===== src/rtl/fetch_queue.sv =====
// Instruction fetch unit with a small FIFO queue toward decode.
// Keeps at most one imem request in flight and discards responses orphaned by a redirect.
module fetch_queue #(
  parameter logic [31:0] RESET_PC = 32'h40000060,
  parameter int          QDEPTH   = 4
) (
  input  logic        clk,
  input  logic        rst,
  output logic        imem_read,
  output logic [31:0] imem_address,
  input  logic        imem_resp,
  input  logic [31:0] imem_rdata,
  input  logic        redirect,
  input  logic [31:0] redirect_pc,
  output logic        dq_valid,
  output logic [31:0] dq_instr,
  output logic [31:0] dq_pc,
  input  logic        dq_ready
);

  localparam int PTR_W = (QDEPTH > 1) ? $clog2(QDEPTH) : 1;
  localparam int CNT_W = PTR_W + 1;
  localparam logic [CNT_W-1:0] FULL = CNT_W'(QDEPTH);

  typedef enum logic [1:0] {FETCH, STALL, DROP} state_t;

  state_t           state;
  logic [31:0]      fetch_pc;
  logic [31:0]      drop_addr;
  logic [PTR_W-1:0] head;
  logic [PTR_W-1:0] tail;
  logic [CNT_W-1:0] count;
  logic [31:0]      q_instr [QDEPTH];
  logic [31:0]      q_pc    [QDEPTH];
  logic             enq;
  logic             deq;

  // State-derived outputs; reset gating keeps them quiet during the reset cycle itself.
  assign imem_read    = !rst && (state != STALL);
  assign imem_address = (state == DROP) ? drop_addr : fetch_pc;
  assign dq_valid     = !rst && (count != '0) && !redirect;
  assign dq_instr     = q_instr[head];
  assign dq_pc        = q_pc[head];
  assign deq          = dq_valid && dq_ready;
  assign enq          = !rst && !redirect && (state == FETCH) && imem_resp;

  always_ff @(posedge clk) begin
    if (rst) begin
      state    <= FETCH;
      count    <= '0;
      head     <= '0;
      tail     <= '0;
      fetch_pc <= RESET_PC;
    end else if (redirect) begin
      count    <= '0;
      head     <= '0;
      tail     <= '0;
      fetch_pc <= redirect_pc & 32'hFFFF_FFFC;
      case (state)
        FETCH: begin
          // An unanswered request must be drained before the new target is fetched.
          if (!imem_resp) begin
            state     <= DROP;
            drop_addr <= fetch_pc;
          end
        end
        STALL:   state <= FETCH;
        DROP:    if (imem_resp) state <= FETCH;
        default: state <= FETCH;
      endcase
    end else begin
      if (deq) head <= head + PTR_W'(1);
      if (enq) tail <= tail + PTR_W'(1);
      count <= count + CNT_W'(enq) - CNT_W'(deq);
      case (state)
        FETCH: begin
          if (imem_resp) begin
            fetch_pc <= fetch_pc + 32'd4;
            if (!deq && (count == FULL - CNT_W'(1))) state <= STALL;
          end
        end
        STALL:   if (deq) state <= FETCH;
        DROP:    if (imem_resp) state <= FETCH;
        default: state <= FETCH;
      endcase
    end
  end

  // Queue storage carries no reset; occupancy is tracked by count alone.
  always_ff @(posedge clk) begin
    if (enq) begin
      q_instr[tail] <= imem_rdata;
      q_pc[tail]    <= fetch_pc;
    end
  end

endmodule


===== config.mk =====
export PLATFORM = sky130hd
export DESIGN_NAME = fetch_queue
export DESIGN_NICKNAME = d
export VERILOG_FILES = /design/src/rtl/fetch_queue.sv
export SDC_FILE = /design/constraint.sdc
export NUM_CORES = 1
export LEC_CHECK = 0
export BUFFER_PORTS_ARGS = -buffer_cell sky130_fd_sc_hd__buf_2
export CORE_ASPECT_RATIO = 1.1
export CORE_MARGIN = 2
export CORE_UTILIZATION = 50
export CTS_CLUSTER_SIZE = 20
export DETAILED_ROUTE_END_ITERATION = 8
export PLACE_DENSITY = 0.77
export SYNTH_ARGS = -nofsm -noshare
export SYNTH_HDL_FRONTEND = slang
export SYNTH_SLANG_ARGS = --single-unit

===== constraint.sdc =====
create_clock -name clk -period 5.5 [get_ports clk]
set_input_delay 0 -clock clk [delete_from_list [all_inputs] [get_ports clk]]
set_output_delay 0 -clock clk [all_outputs]
set_load 0.005 [all_outputs]

### Yosys cells after proc, flatten, opt, wreduce, memory -nomap -nowiden

Memories as Yosys holds them, arrays and structs flattened. A register that Yosys moved wholly into a read port is not among the register bits.
Cells that the tools add are included.

| cells by class | value |
|---|---|
| bitwise gates (word level) | 2 |
| equality and inequality tests | 8 |
| multiplexer cells | 18 |
| add/sub/neg operators | 5 |
| reduce and logical (&&, ||, !) cells | 20 |

Operators by type and width:

| operator | number |
|---|---|
| 32-bit two-way mux | 4 |
| 32-bit by 3-bit adder with 32-bit output (second input constant) | 1 |
| 2-bit two-way mux | 10 |
| 3-bit != test (second input constant) | 3 |
| 1-bit logical AND | 8 |
| 4-bit AND reduction | 2 |
| 2-bit one-hot mux with 3 select lines | 1 |
| 2-bit by 1-bit adder with 2-bit output (second input constant) | 2 |
| 2-bit one-hot mux with 2 select lines | 1 |
| 2-bit AND reduction | 2 |
| 2-bit nonzero test | 2 |
| 3-bit by 1-bit adder with 3-bit output | 1 |
| 3-bit by 2-bit == test with 1-bit output (second input constant) | 1 |
| 1-bit zero test | 3 |
| 3-bit by 2-bit != test with 1-bit output (second input constant) | 1 |
| 3-bit nonzero test | 1 |
| 3-bit by 1-bit subtractor with 3-bit output | 1 |
| 2-bit by 1-bit == test with 1-bit output (second input constant) | 1 |
| 2-bit == test (second input constant) | 1 |
| 2-bit zero test | 1 |
| 1-bit two-way mux | 2 |
| 2-bit by 1-bit != test with 1-bit output (second input constant) | 1 |
| 1-bit inverter | 2 |
| 2-bit OR reduction | 1 |

| storage, ports and cells | value |
|---|---|
| memories | 2 |
| word-level logic and storage cells | 62 |
| RAM bits | 256 |
| register bits | 73 |
| output and inout port bits | 98 |
| bits of input ports | 69 |

Memory list:

| name | depth | width | rd ports | clocked after memory_dff | write ports | RTL line | text |
|---|---|---|---|---|---|---|---|
| q_instr | 4 | 32 | 1 | 1 | 1 | 33 | `logic [31:0] q_instr [QDEPTH];` |
| q_pc | 4 | 32 | 1 | 1 | 1 | 34 | `logic [31:0] q_pc [QDEPTH];` |

### Longest topological paths before layout

| logic depth | value |
|---|---|
| depth in word-level cells | 10 |
| depth in mapped cells | 10 |
| mapped depth without buffers | 9 |

### Worst setup path before layout

No wires, ideal clock.

| timing | value |
|---|---|
| path type | register to register |
| start | reg state[1] |
| end | reg drop_addr[10], enable pin |
| data required time | 5.007 ns |
| period minus slack after synthesis | 3.844 ns |
| buffers on the path | 0 |
| arrival | 3.352 ns |
| setup slack | 1.656 ns |
| library setup time | 0.493 ns |
| stages on the path, launching flop included | 2 |
| cell sequence | dfxtp_1 -> nor4_1 |

| between the ends | value |
|---|---|
| longest elaborated chain between the ends | 2 |

RTL lines:

| element | RTL line | text |
|---|---|---|
| start: declaration | 27 | `state_t state;` |
| start signal: assignment | 49 | `state <= FETCH;` |
| start signal: assignment | 63 | `state <= DROP;` |
| start signal: assignment | 67 | `STALL: state <= FETCH;` |
| 2-bit zero test | 59 | `case (state)` |
| 4-bit AND reduction (no line) | -- |  |
| end signal: assignment | 64 | `drop_addr <= fetch_pc;` |
| end: declaration | 29 | `logic [31:0] drop_addr;` |

Every way passes these cells.
A chain may end at the register's enable or synchronous reset.

### Final worst setup path

| timing | value |
|---|---|
| start | reg fetch_pc[2] |
| end | reg fetch_pc[4] |

| between the ends | value |
|---|---|
| longest elaborated chain between the ends | 4 |

RTL lines:

| element | RTL line | text |
|---|---|---|
| start: declaration | 28 | `logic [31:0] fetch_pc;` |
| start signal: assignment | 58 | `fetch_pc <= redirect_pc & 32'hFFFF_FFFC;` |
| start signal: assignment | 78 | `fetch_pc <= fetch_pc + 32'd4;` |
| 32-bit by 3-bit adder with 32-bit output | 78 |  |
| 32-bit two-way mux | 77 | `if (imem_resp) begin` |
| 32-bit two-way mux | 75 | `case (state)` |
| 32-bit two-way mux | 54 | `end else if (redirect) begin` |

Every way passes these cells. The select of a mux whose other input is x is not followed.

==> metrics.txt <==
number of cells after detailed placement between 1000 and 1500; placeable core area around 0.024 mm2; status finished, final reports clean; pins over their slew limit 0; Tmin final roughly 2.8 ns; GR Overflow Total 0; post-CTS sizing 0; Min Hold Slack between 0.05 and 0.06 ns; port bufs 160; data arrival time of the critical path between 3 and 4 ns; Yosys reg bits 319; most frequent cells in the layout 278 x edfxtp_1, 160 x buf_2, 74 x dlygate4sd3_1; largest net degree at the start of global routing 63; Via density between 5 and 6; Rel. slew slack between 20 and 25%; Place WS around 2.8 ns; Placer Congestion between 0.8 and 0.9; CTS tree yes; synth warn 0; peak supply drop around 0.19 mV; Power, Total ~5.1 mW; Tcrit/Tclk final about half; CP Launch Type register; GRT Total Usage around a fifth; Rows 60; Reg clk slew, reported paths 0.06 ns; endpoints failing hold 0; RSZ-0062 raised after global routing false; initial antenna violation count 0; Synth Instances 658; H-tree Lvls 1; Root Buffer clkbuf_16; Die Area 0.0262 mm2; DR DRC count 0; # diodes 0; vias in the first global route approximately 7000; starting DRC count in detailed routing roughly 500; pwr dens approximately 330 mW/mm2; Post CTS Setup Buffer Count 0; Hold WC Path Type input port to register; TritonCTS buffer count 30; Clock Skew approximately 0.011 ns; Worst-Margin Slew between 1 and 1.5 ns; P_leak 5.19 nW; final worst slack around 2.7 ns; Total Wirelength 26100 um; most common cell after layout, fill and taps aside edfxtp_1; Layout Cells excl Fill 1229; detailed placer's ending HPWL 13900 um; layout cells sized above 1 ~35%; Crit Path Class register to register; Seq/Total Area, Yosys about 74%; crit end category register; clk buf depth 3; die width 154 um; Routed WL per cell 21.2 um; Max Cap Violations 0; setup violators final 0; Layout area overhead 23.2%; vias 6821; Avg Inst Size Synth approximately 19 um2; first drt pass iteration count 5; Initial Utilization between 50% and 60%; worst-skew pair later-pin latency about 0.54 ns; ANT nets after route 0; mapped cell area approximately 0.012 mm2; Setup TNS 0 ns; Total Nets Final ~970; I/O Pins roughly 170; # clock sinks between 300 and 400; synth unique cells 46; data required time of the worst path ~5.9 ns; worst-path maximum fanout 10; FMAX between 300 and 400 MHz; wire length of the first global-routing pass about 40000 um; die height ~170 um
## critical path: stages, from the launching register on
cell	delay (ns)
dfxtp_1	0.53
ha_1	0.28
and4bb_2	0.36
xnor2_1	0.14
nor2_1	0.06
a21oi_1	0.13
dlygate4sd3_1	0.59
nor2_1	0.05
dlygate4sd3_1	0.58
## through the flow
step                util, %  cell area (um2)
floorplan                 -            12500
global placement       55.4            13600
detailed placement     55.4            13600
CTS                    62.7            15300
global route           62.7            15300
finish                 62.7            15300
## registers in the layout, summed over array words and instances (netlist names), named ones only
register	flops
q_instr	128
head	2
fetch_pc	30
drop_addr	30
tail	2
q_pc	120
state	2
count	3
## cell usage after synthesis, drive strengths merged
cell type / n / area share, %
xnor2: 26 / 1.8
nor4b: 2 / 0.24
a41oi: 1 / 0.070
a311oi: 2 / 0.14
mux4: 62 / 11
nor2: 38 / 1.1
nand3: 10 / 0.44
o31ai: 1 / 0.060
dfxtp: 41 / 6.6
ha: 7 / 0.70
nand2: 22 / 0.70
inv: 10 / 0.30
xor2: 5 / 0.35
buf: 14 / 0.64
mux2i: 3 / 0.24
nor3: 6 / 0.28
fa: 1 / 0.16
or4: 1 / 0.060
nand2b: 4 / 0.20
or3: 3 / 0.15
nand4: 7 / 0.35
a2111oi: 1 / 0.070
nor4: 10 / 0.75
a21oi: 10 / 0.40
nor3b: 3 / 0.27
o21ai: 5 / 0.20
and4: 6 / 0.42
mux2: 28 / 2.5
and2: 3 / 0.15
clkbuf: 20 / 0.60
o21bai: 3 / 0.18
and3: 5 / 0.25
a211oi: 16 / 0.96
and4bb: 1 / 0.10
conb: 1 / 0.030
or2: 1 / 0.050
o31a: 1 / 0.070
edfxtp: 278 / 67
## cell families (layout without fill, tap and decap cells)
| logic type | after synthesis | in the layout | synth area share [%] |
|---|---|---|---|
| AOI/OAI and AO/OA | 40 | 40 | 2.16 |
| xor gates and xnor gates | 31 | 31 | 2.18 |
| adders and majority gates | 8 | 8 | 0.864 |
| buffers and inverters | 44 | 302 | 1.55 |
| DFF | 319 | 319 | 73.6 |
| muxes | 93 | 93 | 14.0 |
| other | 1 | 4 | 0.0301 |
| and+or+nand+nor | 122 | 122 | 5.58 |
## power breakdown
part	leakage, nW	internal (mW)	switching (mW)
logic	1.80	0.124	0.110
clock network	0.514	1.27	0.867
registers	2.88	2.67	0.0470
## per-layer routing
layer	global-route usage, %	wire [um]
met1	27.8	11100
met2	33.3	13000
met3	2.99	1600
met4	4.79	408
met5	0	0
## timing repair
action,4_1_cts,5_1_grt
hold endpoints to repair,167,0
hold buffers,74,0
setup endpoints to repair,0,0
## layout make-up
cell class / instances / area [um2]
inverter: 10 / 37.5
clock inverter: 15 / 158
multi-input combinational: 298 / 3130
sequential: 319 / 9180
fill: 1724 / 9140
tap: 310 / 388
clock buffer: 41 / 886
timing repair buffer: 236 / 1560
## final timing paths
check,start,to,slack [ns],cells past startpoint
hold reg to reg,head[1],register,0.55,2
hold / removal,redirect,drop_addr[29],0.05,3
setup / recovery,fetch_pc[2],fetch_pc[4],2.67,8
setup reg to reg,fetch_pc[2],fetch_pc[4],2.67,8
Note: power is estimated with default switching activity, not from simulation.
